--- config.mk ---
export PLATFORM = sky130hd
export DESIGN_NAME = tl_timed_cntr
export DESIGN_NICKNAME = d
export VERILOG_FILES = /design/src/rtl/tl_timed_cntr.sv
export SDC_FILE = /design/constraint.sdc
export NUM_CORES = 1
export LEC_CHECK = 0
export CORE_AREA = 2 2 39 41
export DETAILED_ROUTE_END_ITERATION = 6
export DIE_AREA = 0 0 41 43
export SETUP_SLACK_MARGIN = 0.15
export SYNTH_ARGS = -nofsm -noshare
export SYNTH_HDL_FRONTEND = slang
export SYNTH_SLANG_ARGS = --single-unit
--- constraint.sdc ---
create_clock -name clk -period 2.6 [get_ports clk]
set_input_delay 0.39 -clock clk [delete_from_list [all_inputs] [get_ports clk]]
set_output_delay 0.39 -clock clk [all_outputs]
set_load 0.1 [all_outputs]
--- src/rtl/tl_timed_cntr.sv ---
// Timed two-road traffic-light sequencer: state register, saturating dwell counter and Moore light decode.
// Optional pedestrian all-red walk phase is built only when TL_PED_WALK_EN is defined.
module tl_timed_cntr #(
    parameter int MIN_GRN  = 8,
    parameter int YEL_CYC  = 5,
    parameter int WALK_CYC = 6,
    parameter int CNT_W    = 4
) (
    input  logic       clk,
    input  logic       reset,
    input  logic       Ta,
    input  logic       Tb,
    input  logic       ped_req,
    output logic       ped_ack,
    output logic [1:0] La,
    output logic [1:0] Lb,
    output logic       walk,
    output logic [2:0] state
);

    typedef enum logic [2:0] {
        S0 = 3'd0,
        S1 = 3'd1,
        S2 = 3'd2,
`ifdef TL_PED_WALK_EN
        S3 = 3'd3,
        S4 = 3'd4
`else
        S3 = 3'd3
`endif
    } state_t;

    localparam logic [CNT_W-1:0] GRN_LAST  = CNT_W'(MIN_GRN - 1);
    localparam logic [CNT_W-1:0] YEL_LAST  = CNT_W'(YEL_CYC - 1);
`ifdef TL_PED_WALK_EN
    localparam logic [CNT_W-1:0] WALK_LAST = CNT_W'(WALK_CYC - 1);
`endif

    state_t           r_state;
    state_t           w_nxt;
    logic [CNT_W-1:0] r_cnt;
    logic             w_ped_go;

`ifdef TL_PED_WALK_EN
    logic r_ped_pend;
    logic r_nxt_b;

    assign w_ped_go = r_ped_pend;

    // The request latch is cleared on walk entry before it can be re-set, so a
    // request coinciding with a yellow exit that is already diverting is absorbed.
    always_ff @(posedge clk) begin
        if (reset) begin
            r_ped_pend <= 1'b0;
            r_nxt_b    <= 1'b0;
        end else begin
            if (w_nxt == S4 && r_state != S4)
                r_ped_pend <= 1'b0;
            else if (ped_req && r_state != S4)
                r_ped_pend <= 1'b1;
            if (r_state == S1 && r_cnt == YEL_LAST)
                r_nxt_b <= 1'b1;
            else if (r_state == S3 && r_cnt == YEL_LAST)
                r_nxt_b <= 1'b0;
        end
    end
`else
    logic w_unused_ped;
    assign w_unused_ped = ped_req;
    assign w_ped_go     = 1'b0;
`endif

    always_ff @(posedge clk) begin
        if (reset) begin
            r_state <= S0;
            r_cnt   <= '0;
        end else begin
            r_state <= w_nxt;
            if (w_nxt != r_state)
                r_cnt <= '0;
            else if (r_cnt != '1)
                r_cnt <= r_cnt + CNT_W'(1);
        end
    end

    always_comb begin
        w_nxt = S0;
        case (r_state)
            S0: w_nxt = (!Ta && r_cnt >= GRN_LAST) ? S1 : S0;
            S1: begin
                w_nxt = S1;
                if (r_cnt == YEL_LAST) begin
`ifdef TL_PED_WALK_EN
                    w_nxt = w_ped_go ? S4 : S2;
`else
                    w_nxt = S2;
`endif
                end
            end
            S2: w_nxt = (!Tb && r_cnt >= GRN_LAST) ? S3 : S2;
            S3: begin
                w_nxt = S3;
                if (r_cnt == YEL_LAST) begin
`ifdef TL_PED_WALK_EN
                    w_nxt = w_ped_go ? S4 : S0;
`else
                    w_nxt = S0;
`endif
                end
            end
`ifdef TL_PED_WALK_EN
            S4: begin
                w_nxt = S4;
                if (r_cnt == WALK_LAST)
                    w_nxt = r_nxt_b ? S2 : S0;
            end
`endif
            default: w_nxt = S0;
        endcase
    end

    // Moore decode; unused encodings fall through to both-red.
    always_comb begin
        La   = 2'b10;
        Lb   = 2'b10;
        walk = 1'b0;
        case (r_state)
            S0: La = 2'b00;
            S1: La = 2'b01;
            S2: Lb = 2'b00;
            S3: Lb = 2'b01;
`ifdef TL_PED_WALK_EN
            S4: walk = 1'b1;
`endif
            default: ;
        endcase
    end

`ifdef TL_PED_WALK_EN
    assign ped_ack = (r_state == S4) && (r_cnt == '0);
`else
    assign ped_ack = 1'b0;
    logic w_unused_go;
    assign w_unused_go = w_ped_go;
`endif

    assign state = r_state;

endmodule

==> out/qor.txt, run 1 <==
====================================================================================
Worst-case reg-to-reg path depth ......................................            4
Gr usage total ........................................................        7.16%
Number of placement rows ..............................................           14
Required arrival time at the worst endpoint ...........................      2.21 ns
Drt drc ...............................................................            0
Setup repair after global routing missed its margin ...................           no
Count of distinct cell types in the synthesized netlist ...............           21
Met3 routing resource usage after global routing ......................        7.85%
Run status ............................................................ finished clean
Final design instance area without fill ...............................      458 µm²
Number of global-route vias before repair .............................          207
Largest fanout of any net on the critical path ........................            6
Number of CTS-inserted buffers ........................................            3
Post-Route Skew .......................................................   0.00425 ns
Cell area after placement .............................................      435 µm²
Router iterations before antenna repair ...............................            2
Kind of critical path ................................................. register to output pin
Antenna violations before repair ......................................            0
Time the worst path needs with I/O delays and setup ...................      1.54 ns
Post-CTS setup-driven buffer insertion count ..........................            0
Top Ports .............................................................           14
Detail Route Antenna Nets .............................................            0
WL per Instance .......................................................      9.05 µm
Setup crit end kind ...................................................   output pin
Final period util .....................................................        59.1%
Quantity of I/O buffers inserted on ports .............................            9
Cell at the root of the clock tree ....................................     clkbuf_4
DIE WIDTH .............................................................        41 µm
Count of endpoints failing hold in the final timing report ............            0
Number of hold buffers added after CTS ................................            0
Number of cells traversed by the worst hold path ......................            2
Hold/Removal Path Class ............................................... register to register
Critical path's slowest cell ..........................................      dfxtp_1
Crit start category ...................................................     register
Count of filler cells inserted in the layout ..........................          136
Number of synthesized register bits ...................................            6
Static Leakage ........................................................  0.000213 µW
Clock-pin slew on the worst setup and hold paths ......................      0.05 ns
Worst supply voltage drop on vdd ......................................       279 µV
Worst-skew pair later-pin latency .....................................      0.24 ns
Chip height ...........................................................        43 µm
Number of antenna diodes ..............................................            0
First-pass GRT wire length ............................................       807 µm
Overall overflow remaining after global route .........................            0
Count of maximum capacitance violations ...............................            0
Core outline area .....................................................     1380 µm²
Vias per Instance .....................................................         4.30
Post-CTS sizing .......................................................            0
Mapped Avg Cell Area ..................................................     9.13 µm²
Most Crowded Layer GR .................................................         met2
GR Layer Usage met1 ...................................................        8.14%
Largest net degree at the start of global routing .....................            8
Placed wire-length estimate after detailed placement ..................       473 µm
Weighted congestion at the end of routability-driven global placement .        0.681
Highest clock frequency the design can meet ...........................    0.650 GHz
Total power density per cell area .....................................   499 nW/µm²
Combined area of all synthesized cells ................................      365 µm²
Drt first-iter violations .............................................            1
Number of standard cells after synthesis ..............................           40
Share of cells above drive strength 1 .................................        26.0%
Met2 GRT Util .........................................................        9.69%
CTS tree ..............................................................          yes
Maximum single-stage delay on the critical path .......................      0.44 ns
Maximum number of buffers from clock root to sink .....................            2
Arrival time at the worst endpoint ....................................      1.15 ns
Number of synthesis warnings ..........................................            0
Area growth, synth to finish ..........................................        25.3%
Share of synthesized area occupied by flip-flops and latches ..........        32.9%
Number of H-tree levels ...............................................            1
Final setup violation count ...........................................            0
Via count .............................................................          284
Accumulated negative setup slack ......................................         0 ns
Number of slew-limit violations in the final report ...................            0
CP cell instances ..................................................... and2_2 -> buf_4
Clock sink total ......................................................            6
Area enclosed by the die boundary .....................................     1760 µm²
Final layout net count ................................................           59
Final routed wirelength across all metal layers .......................       597 µm
Initial standard-cell utilization of the core .........................        26.4%
====================================================================================
## final timing paths
check | from | to | slack (ns)
worst max-delay path | state[0] | Lb[0] | 1.06
worst min-delay path | r_cnt[3] | r_cnt[2] | 0.55
worst max register to register | r_cnt[0] | r_cnt[3] | 1.22
worst min register to register | r_cnt[3] | r_cnt[2] | 0.55
## synthesized netlist by cell type
cell / n / share of area, %
nand4b_1: 1 / 2.4
xnor2_1: 2 / 4.8
dlygate4sd3_1: 1 / 2.7
nor3_1: 2 / 2.7
buf_4: 3 / 6.2
and2_2: 1 / 2.1
dfxtp_1: 6 / 33
o311ai_4: 1 / 7.2
mux2_4: 1 / 4.1
nor2_1: 6 / 6.2
nor3b_1: 1 / 2.1
nand3_1: 2 / 2.7
mux2i_1: 1 / 2.7
ha_1: 2 / 6.8
inv_1: 4 / 4.1
and2b_2: 1 / 2.4
nand2_1: 1 / 1.0
o211a_1: 1 / 2.7
a31oi_1: 1 / 1.7
a21oi_1: 1 / 1.4
conb_1: 1 / 1.0
## per-stage QoR
step                      utilization (%)  total power (µW)  std cells  setup WS, ns  hold WS, ns
after floorplan                         -               142         42         0.282        0.462
after global routing                 33.1               243         66          1.01        0.581
after detailed placement             31.5               146         63         0.986        0.554
after global placement               31.5               146         63         0.996        0.538
after CTS                            33.1               234         66          1.04        0.556
final                                33.1               229         66          1.06        0.552
## cell families (layout without fill, tap and decap cells)
family | after synthesis | in the layout | synth area share (%)
AND/OR/NAND/NOR | 15 | 15 | 21.6
flip-flops | 6 | 6 | 32.9
XOR/XNOR | 2 | 2 | 4.80
other | 1 | 3 | 1.03
AO/OA/AOI/OAI | 4 | 4 | 13.0
buffers and inverters | 8 | 16 | 13.0
adder cells (fa/ha/maj) | 2 | 2 | 6.85
multiplexers | 2 | 2 | 6.85
## registers in the layout, indices dropped and copies added (netlist names)
| signal | flops |
|---|---|
| r_cnt | 4 |
| state | 2 |
## cell usage in the layout, fill, tap and decap left out, types with 2 or more instances in the layout
| cell | n |
|---|---|
| ha_1 | 2 |
| xnor2_1 | 2 |
| nor2_1 | 6 |
| inv_1 | 4 |
| nor3_1 | 2 |
| clkbuf_4 | 3 |
| conb_1 | 3 |
| nand3_1 | 2 |
| clkdlybuf4s50_1 | 3 |
| buf_4 | 6 |
| dfxtp_1 | 6 |
## worst max-delay path: cells and delay by family (launching register included)
kind / cells / cell delay, ns
DFF: 1 / 0.44
and+or+nand+nor: 1 / 0.19
buffers and inverters: 1 / 0.28
## where the power goes
group | total (µW) | switching (µW) | internal (µW)
sequential | 102 | 5.79 | 96.6
combinational | 42.3 | 29.7 | 12.6
clock | 84.1 | 32.0 | 52.1
## layer usage
metal	vias up	wire (µm)	part of all wire, %
met2	13	241	40
met5	-	0	0
met3	0	83	14
li1	150	-	-
met1	121	272	46
met4	0	0	0
## final cells by class
| cell class | instances | area (µm²) | area share (%) |
|---|---|---|---|
| Timing Repair Buffer | 9 | 75.1 | 16.4 |
| Clock buffer | 3 | 22.5 | 4.92 |
| Multi-Input combinational cell | 28 | 205 | 44.8 |
| Tap cell | 16 | 20.0 | 4.37 |
| Sequential cell | 6 | 120 | 26.2 |
| Inverter | 4 | 15.0 | 3.28 |
(Power assumes the default switching activity.)
==> inputs of run 2 (changes only) <==
==> constraint.sdc (replaced) <==
create_clock -name clk -period 1.43 [get_ports clk]
set_input_delay 0.2145 -clock clk [delete_from_list [all_inputs] [get_ports clk]]
set_output_delay 0.2145 -clock clk [all_outputs]
set_load 0.1 [all_outputs]
==> out/qor.txt, run 2 (same netlist as run 1, synthesis figures left out) <==
====================================================================================
Total internal power ..................................................       304 µW
Core outline area .....................................................     1380 µm²
Final period util .....................................................        87.3%
Pwr Total .............................................................       433 µW
Setup slack after layout ..............................................     0.181 ns
Hold/Removal Path Class ............................................... input port to register
Setup crit end kind ...................................................     register
Number of slew-limit violations in the final report ...................            0
Cell area after placement .............................................      531 µm²
Area growth, synth to finish ..........................................        54.8%
Arrival time at the worst endpoint ....................................      1.36 ns
Commonest non-fill, non-tap cells in the layout ....................... nor2_1, buf_12
CTS tree ..............................................................          yes
Switching share of power ..............................................        29.7%
Area enclosed by the die boundary .....................................     1760 µm²
Largest fanout of any net on the critical path ........................            5
Total power density per cell area .....................................   766 nW/µm²
Share of cells above drive strength 1 .................................        35.8%
Number of global-route vias before repair .............................          224
Portion of total power attributed to the clock network ................        39.3%
First-pass GRT wire length ............................................       979 µm
Combined area of the multi-input logic cells ..........................      206 µm²
Largest net degree at the start of global routing .....................            8
Count of maximum capacitance violations ...............................            0
Maximum single-stage delay on the critical path .......................      0.38 ns
Overall overflow remaining after global route .........................            0
Required arrival time at the worst endpoint ...........................      1.55 ns
Count of endpoints failing hold in the final timing report ............            0
Logic pwr share .......................................................        18.6%
Placed wire-length estimate after detailed placement ..................       458 µm
Final routed wirelength across all metal layers .......................       577 µm
Clock sink total ......................................................            6
Run status ............................................................ finished clean
Antenna violations before repair ......................................            0
Drt drc ...............................................................            0
Highest clock frequency the design can meet ...........................    0.801 GHz
Weighted congestion at the end of routability-driven global placement .        0.713
Final setup violation count ...........................................            0
Number of H-tree levels ...............................................            1
Detail Route Antenna Nets .............................................            0
Time the worst path needs with I/O delays and setup ...................      1.25 ns
Register cell area after layout .......................................      129 µm²
Static Leakage ........................................................  0.000244 µW
Kind of critical path ................................................. register to register
Worst-skew pair later-pin latency .....................................      0.25 ns
Critical path's slowest cell ..........................................      dfxtp_4
DIE WIDTH .............................................................        41 µm
Register bank with the most flops .....................................        r_cnt
Gr usage total ........................................................        8.94%
Number of placement rows ..............................................           14
Number of CTS-inserted buffers ........................................            3
Vias per Instance .....................................................         4.35
Count of filler cells inserted in the layout ..........................          145
Cell at the root of the clock tree ....................................     clkbuf_4
Crit start category ...................................................     register
Number of antenna diodes ..............................................            0
Router iterations before antenna repair ...............................            4
Post-Route Skew .......................................................    0.0114 ns
Worst supply voltage drop on vdd ......................................       458 µV
Final design instance area without fill ...............................      566 µm²
WL per Instance .......................................................      8.36 µm
Quantity of I/O buffers inserted on ports .............................            9
Chip height ...........................................................        43 µm
Max reg flops .........................................................            4
CP cell instances ..................................................... mux2_4 -> o311ai_4 -> nor3_1
Number of hold buffers added after CTS ................................            0
Drt first-iter violations .............................................           10
Post-placement worst setup slack ......................................  -0.00463 ns
Sw Pwr ................................................................       129 µW
Maximum number of buffers from clock root to sink .....................            2
Setup repair after global routing missed its margin ...................          yes
Via count .............................................................          300
Clock-pin slew on the worst setup and hold paths ......................      0.05 ns
Sequential group share of total power .................................        42.2%
Initial standard-cell utilization of the core .........................        26.4%
Accumulated negative setup slack ......................................         0 ns
Top Ports .............................................................           14
Final layout net count ................................................           61
====================================================================================
## run 2: cell type report
class                           instances  share of cell area [%]
Multi-Input combinational cell         28                    36.5
Timing Repair Buffer                   11                    29.2
Sequential cell                         6                    22.8
Clock buffer                            4                    4.65
Tap cell                               16                    3.54
Inverter                                4                    3.32
## run 2: metal layers
metal	vias to the layer above	part of all wire, %	track usage [%]
li1	152	-	-
met1	139	43	12.6
met2	9	48	9.06
met3	0	8.8	7.85
met4	0	0	4.00
met5	-	0	0
## run 2: final timing paths
check	slack [ns]	from	to	cells after the start
setup / recovery	0.18	state[1]	r_cnt[3]	3
hold / removal	0.52	reset	state[1]	2
setup reg to reg	0.18	state[1]	r_cnt[3]	3
hold reg to reg	0.54	r_cnt[3]	r_cnt[2]	2
## run 2: worst max-delay path: cells and delay by family, from the launching register on
kind / cells / cell delay [ns]
DFF: 1 / 0.38
AOI/OAI and AO/OA: 1 / 0.34
muxes: 1 / 0.32
and+or+nand+nor: 1 / 0.08
## run 2: power by group through the flow
stage / registers (µW) / clock network (µW) / logic [µW]
floorplan: 185 / 0 / 69.2
CTS: 182 / 185 / 80.9
finish: 183 / 170 / 80.4
global route: 184 / 198 / 88.3
global placement: 185 / 0 / 80.0
detailed placement: 185 / 0 / 80.5
## run 2: stage by stage
step,hold slack [ns],cells,util [%]
global placement,0.537,64,38.3
global route,0.523,69,40.9
CTS,0.514,69,40.8
floorplan,0.277,42,-
finish,0.520,69,40.9
detailed placement,0.551,64,38.3
## run 2: repair_timing
item | CTS | global route
buffers inserted | 1 | 0
endpoints found under the hold margin | 0 | 0
gates resized for setup | 0 | 1
endpoints found under the setup margin | 1 | 6
pin swaps | 0 | 2
